File: config.mk
export PLATFORM = sky130hd
export DESIGN_NAME = knn_topk_core
export DESIGN_NICKNAME = d
export VERILOG_FILES = /design/src/rtl/knn_topk_core.sv
export SDC_FILE = /design/constraint.sdc
export NUM_CORES = 2
export LEC_CHECK = 0
export ABC_AREA = 0
export BUFFER_PORTS_ARGS = -buffer_cell sky130_fd_sc_hd__buf_2
export CAP_MARGIN = 20
export CORE_ASPECT_RATIO = 1.2
export CORE_MARGIN = 2
export CORE_UTILIZATION = 45
export DETAILED_ROUTE_END_ITERATION = 8
export PLACE_DENSITY = 0.58
export SLEW_MARGIN = 20
export SYNTH_ARGS = -nofsm -noshare
export SYNTH_HDL_FRONTEND = slang
export SYNTH_SLANG_ARGS = --single-unit
File: constraint.sdc
create_clock -name clk -period 22.1 [get_ports clk]
set_input_delay 4.42 -clock clk [delete_from_list [all_inputs] [get_ports clk]]
set_output_delay 4.42 -clock clk [all_outputs]
set_load 0.01 [all_outputs]
File: src/rtl/knn_topk_core.sv
// k-nearest-neighbour engine: streamed squared distance plus sorted top-K list.
// Optional majority vote output enabled by defining KNN_VOTE_EN.
module knn_topk_core #(
  parameter int DATA_W  = 16,
  parameter int DIM     = 2,
  parameter int K       = 4,
  parameter int LABEL_W = 8,
  localparam int DIST_W = 2*DATA_W+1+$clog2(DIM)+((DIM==1)?1:0),
  localparam int IDX_W  = (K > 1) ? $clog2(K) : 1,
  localparam int CNT_W  = $clog2(K+1)
) (
  input  logic                  clk,
  input  logic                  rst,
  input  logic                  clear,
  input  logic [DIM*DATA_W-1:0] test_pt,
  input  logic                  tr_valid,
  output logic                  tr_ready,
  input  logic [DIM*DATA_W-1:0] tr_pt,
  input  logic [LABEL_W-1:0]    tr_label,
  output logic                  busy,
  output logic [CNT_W-1:0]      count,
  input  logic [IDX_W-1:0]      rd_idx,
  output logic                  rd_valid,
  output logic [DIST_W-1:0]     rd_dist,
  output logic [LABEL_W-1:0]    rd_label
`ifdef KNN_VOTE_EN
  ,
  output logic [LABEL_W-1:0]    vote_label
`endif
);

  localparam int DC_W = (DIM > 1) ? $clog2(DIM) : 1;
  localparam int SQ_W = 2*DATA_W+2;

  typedef enum logic [1:0] {
    IDLE,
    DIST,
    INSERT
  } state_t;

  state_t state;

  logic [DC_W-1:0]       dcnt;
  logic [DIST_W-1:0]     acc;
  logic [DIM*DATA_W-1:0] test_q;
  logic [DIM*DATA_W-1:0] pt_q;
  logic [LABEL_W-1:0]    lab_q;
  logic [CNT_W-1:0]      cnt;

  logic               vld [K];
  logic [DIST_W-1:0]  dst [K];
  logic [LABEL_W-1:0] lab [K];

  logic               n_vld [K];
  logic [DIST_W-1:0]  n_dst [K];
  logic [LABEL_W-1:0] n_lab [K];

  logic [DATA_W-1:0]        a_d;
  logic [DATA_W-1:0]        b_d;
  logic signed [DATA_W:0]   diff;
  logic signed [SQ_W-1:0]   sq;
  logic [DIST_W-1:0]        sq_ext;
  logic [CNT_W-1:0]         pos;
  logic                     ins_ok;

  assign tr_ready = (state == IDLE) & ~clear;
  assign busy     = (state != IDLE);
  assign count    = cnt;

  always_comb begin
    a_d    = pt_q[int'(dcnt)*DATA_W +: DATA_W];
    b_d    = test_q[int'(dcnt)*DATA_W +: DATA_W];
    diff   = $signed({a_d[DATA_W-1], a_d}) - $signed({b_d[DATA_W-1], b_d});
    sq     = diff * diff;
    sq_ext = DIST_W'($unsigned(sq));
  end

  // Valid entries form a sorted prefix; ties place the new entry after older ones.
  always_comb begin
    pos = '0;
    for (int i = 0; i < K; i++) begin
      if (vld[i] && (dst[i] <= acc)) pos = pos + CNT_W'(1);
    end
    ins_ok = (int'(pos) < K);
    for (int i = 0; i < K; i++) begin
      n_vld[i] = vld[i];
      n_dst[i] = dst[i];
      n_lab[i] = lab[i];
      if (i == int'(pos)) begin
        n_vld[i] = 1'b1;
        n_dst[i] = acc;
        n_lab[i] = lab_q;
      end else if ((i > int'(pos)) && (i > 0)) begin
        n_vld[i] = vld[i-1];
        n_dst[i] = dst[i-1];
        n_lab[i] = lab[i-1];
      end
    end
  end

  always_ff @(posedge clk or posedge rst) begin
    if (rst) begin
      state  <= IDLE;
      dcnt   <= '0;
      acc    <= '0;
      test_q <= '0;
      pt_q   <= '0;
      lab_q  <= '0;
      cnt    <= '0;
      for (int i = 0; i < K; i++) begin
        vld[i] <= 1'b0;
        dst[i] <= '1;
        lab[i] <= '0;
      end
    end else if (clear) begin
      state <= IDLE;
      dcnt  <= '0;
      acc   <= '0;
      cnt   <= '0;
      for (int i = 0; i < K; i++) begin
        vld[i] <= 1'b0;
        dst[i] <= '1;
        lab[i] <= '0;
      end
    end else begin
      unique case (state)
        IDLE: begin
          if (tr_valid) begin
            test_q <= test_pt;
            pt_q   <= tr_pt;
            lab_q  <= tr_label;
            dcnt   <= '0;
            acc    <= '0;
            state  <= DIST;
          end
        end
        DIST: begin
          acc <= acc + sq_ext;
          if (dcnt == DC_W'(DIM-1)) state <= INSERT;
          else dcnt <= dcnt + DC_W'(1);
        end
        INSERT: begin
          if (ins_ok) begin
            for (int i = 0; i < K; i++) begin
              vld[i] <= n_vld[i];
              dst[i] <= n_dst[i];
              lab[i] <= n_lab[i];
            end
          end
          if (int'(cnt) < K) cnt <= cnt + CNT_W'(1);
          state <= IDLE;
        end
        default: state <= IDLE;
      endcase
    end
  end

  always_comb begin
    rd_valid = 1'b0;
    rd_dist  = '1;
    rd_label = '0;
    if (int'(rd_idx) < K) begin
      rd_valid = vld[rd_idx];
      rd_dist  = dst[rd_idx];
      rd_label = lab[rd_idx];
    end
  end

`ifdef KNN_VOTE_EN
  logic               vote_upd;
  logic [LABEL_W-1:0] vote_n;
  int                 occ;
  int                 best;

  // Strict '>' while scanning nearest-first makes the nearest tied label win.
  always_comb begin
    vote_n = '0;
    best   = 0;
    occ    = 0;
    for (int i = 0; i < K; i++) begin
      if (vld[i]) begin
        occ = 0;
        for (int j = 0; j < K; j++) begin
          if (vld[j] && (lab[j] == lab[i])) occ = occ + 1;
        end
        if (occ > best) begin
          best   = occ;
          vote_n = lab[i];
        end
      end
    end
  end

  always_ff @(posedge clk or posedge rst) begin
    if (rst) begin
      vote_upd   <= 1'b0;
      vote_label <= '0;
    end else begin
      vote_upd <= clear | (state == INSERT);
      if (vote_upd) vote_label <= vote_n;
    end
  end
`endif

endmodule

==> metrics.md <==
| Metric | Value |
|---|---|
| Run status | completed |
| CTS H-tree depth | 2 |
| Setup_tns | 0 ps |
| Final hold vios | 0 |
| Final cell count without fillers | 3704 |
| EDFF count, synth | 0 |
| Die height | 281 um |
| # hold bufs at CTS | 0 |
| Die ar. | 0.0659 mm^2 |
| Clk Latency, worst-skew pair | ~570 ps |
| XOR/XNOR Fraction of Synth Area | 0.0180 |
| Share of cells above drive strength 1 | 0.191 |
| Slowest stage cell, crit path | dfrtp_2 |
| Avg WL per Cell | 21.2 um |
| Crit. End Element | flip-flop |
| Worst Hold Path Cells | 1 |
| Worst-case reg-to-reg path depth | 38 |
| Initial antenna violation count | 0 |
| Async set-reset flop share out of synthesis | 1.00 |
| CTS root buf | clkbuf_16 |
| Io pins | between 100 and 150 |
| Vias in the first global route | ~22000 |
| Sink Count | about 280 |
| Site Rows | about 100 |
| Area leader, netlist | fa_1 |
| Relative slew margins | 0.301 |
| Adder-Cell Fraction of Synth Area | 0.334 |
| Postcts setup bufs | 0 |
| Core ar. | roughly 0.063 mm^2 |
| Type of the worst setup path | flip-flop to flip-flop |
| Tcrit/Tclk final | 0.501 |
| Main combinational cell family by area after synthesis | adder cells |
| Routed WL | 78.4 mm |
| Synth Register Bits | 284 |
| Diode count | 0 |
| Die W | approximately 230 um |
| Post-DRT Antenna Nets | 0 |
| Hpwl dp | about 59 mm |
| Post-placement cell count | around 3600 |
| I/O Buffers | roughly 130 |
| CP peak stage delay | 960 ps |
| Slew Viols, Final | 0 |
| RSZ-0062 raised after global routing | false |
| Clock Tree Buf Depth | 3 |
| Hold WC Path Type | flip-flop to flip-flop |
| Post-synthesis mux area share | 0.121 |
| Post-synthesis compound-gate area fraction | 0.105 |
| Post-cts sizing count | 0 |
| Total CTS buffers | 36 |
| Worst-path clk slew | ~60 ps |
| Area growth syn-to-layout | 8.66% |
| Post-Syn Area | between 0.02 and 0.03 mm^2 |
| DR vias | just over 20000 |
| FMAX | between 90 and 100 MHz |
| Worst endpoint required time | roughly 22000 ps |
| Critical path data arrival time | 11460 ps |
| Synth Warn # | 0 |
| Synthesized area per cell | 10.4 um^2 |
| Iter 0 DRT Violations | 1000 |
| Syn_nets | 3422 |
| Fillers | 5850 |
| # DRC | 0 |
| Max-Cap Viols | 0 |
| Critical Path Start Type | flip-flop |
| Count of cell types in the netlist | 80 |
| Main area contributors after synthesis | fa_1 22%, dfrtp_1 13%, dfstp_2 12%, ha_1 12%, inv_1 6.7% |
| Clock skew | 42.5 ps |
| Main flop type after synthesis | dfrtp_1 |
| Worst-Margin Slew | roughly 1000 ps |
| Via density | approximately 5.5 |
| Largest net degree at the start of global routing | 80 |
| Clock tree from TritonCTS | built |
| First-pass DRT Iterations | 5 |
| Gr usage total | 0.240 |
| Post-Synth Simple-Gate Area | 0.0815 |
| Endpoints failing setup | 0 |
| GPL Wtd Cong | 0.902 |
| Seq/Total Area, Yosys | 0.253 |
| GR Overflow Total | 0 |
| Tmin final | 11070 ps |
| Cells after Synth | between 2000 and 3000 |
| Share of the synthesized area in the top cell type | 0.218 |
| Crit Path Max Fanout | 35 |
| First-pass GRT wire length | 125 mm |
| Fin nets | 3510 |
| Starting Density | 0.455 |
==> layout by cell type (no fill, tap or decap), types with 26 or more instances in the layout <==
master and instances:
mux4_2 43, nor2_1 139, inv_1 509, mux2_2 96
ha_1 267, xnor2_1 42, nand3_1 28, a2bb2oi_1 33
nand2_1 163, clkbuf_16 36, fa_1 313, nor3_1 46
dfrtp_1 147, a21o_1 43, a22o_1 26, o21ai_0 75
mux2i_1 137, buf_2 124, dfstp_2 136, a22oi_2 30
buf_4 34, a21oi_1 151
==> kinds of logic after synthesis <==
| group | Yosys count |
|---|---|
| and+or+nand+nor | 498 |
| xor gates and xnor gates | 59 |
| adders and majority gates | 580 |
| muxes | 279 |
| buffers and inverters | 622 |
| AOI/OAI and AO/OA | 442 |
| DFF | 284 |
==> critical path: cells and delay by family (launching register included) <==
family / cells / cell delay, ps
AOI/OAI and AO/OA: 17 / 3910
xor gates and xnor gates: 1 / 140
adders and majority gates: 9 / 4210
buffers and inverters: 8 / 630
DFF: 1 / 960
muxes: 1 / 300
and+or+nand+nor: 2 / 720
==> flip-flops by register name, indices dropped and copies added, names as in the netlist <==
signal / count
vld: 4
pt_q: 32
lab: 32
count: 3
dcnt: 1
state: 2
dst: 136
acc: 34
lab_q: 8
test_q: 32
==> final timing paths <==
check,startpoint,endpoint,slack (ps)
worst max-delay path,dcnt$_DFFE_PP0P_,acc[33]$_DFFE_PP0P_,11030
worst min-delay path,pt_q[10]$_DFFE_PP0P_,pt_q[10]$_DFFE_PP0P_,500
worst max register to register,dcnt$_DFFE_PP0P_,acc[33]$_DFFE_PP0P_,11030
worst min register to register,pt_q[10]$_DFFE_PP0P_,pt_q[10]$_DFFE_PP0P_,500
max in group asynchronous,rst,test_q[30]$_DFFE_PP0P_,16050
min in group asynchronous,rst,acc[11]$_DFFE_PP0P_,3970
==> cell type report <==
class	instances	area [um^2]	share of cell area
clock buffer	59	1040	0.0332
clock inverter	7	75.1	0.00240
inverter	514	1940	0.0620
multi-input combinational	1858	19000	0.608
sequential	284	7280	0.233
tap	824	1030	0.0330
timing repair buffer	158	876	0.0280
==> metrics by stage <==
stage / util / hold slack, ps / setup WS, ps / area, um^2
floorplan: - / 463 / 10070 / 28800
global placement: 0.477 / 485 / 11230 / 30100
detailed placement: 0.477 / 494 / 10980 / 30100
CTS: 0.494 / 506 / 10970 / 31200
global route: 0.494 / 516 / 10330 / 31200
finish: 0.494 / 502 / 11030 / 31200
==> routing by layer <==
layer	GRT usage	part of all wire
met4	0.0881	0.036
met2	0.436	0.52
met3	0.0246	0.034
met5	0	0
met1	0.295	0.41
==> cells in the mapped netlist, drive strengths merged (6+ instances only) <==
cell / number
o21ai: 80
a2bb2oi: 33
or2: 8
dfrtp: 148
and2: 10
a211oi: 12
clkbuf: 66
nand2: 163
mux2: 97
mux4: 43
o21bai: 6
ha: 267
a22oi: 36
o21a: 17
inv: 510
xnor2: 43
dfstp: 136
nand2b: 18
a22o: 26
a21oi: 152
and3: 8
nand4: 23
or3: 7
fa: 313
nor3: 47
nor2: 143
mux2i: 139
nand3: 29
xor2: 16
a21o: 44
nor2b: 18
buf: 42
Power is left out: the tool's default activity adds up to more than one toggle a clock period on the data nets, which glitch-free logic cannot reach.
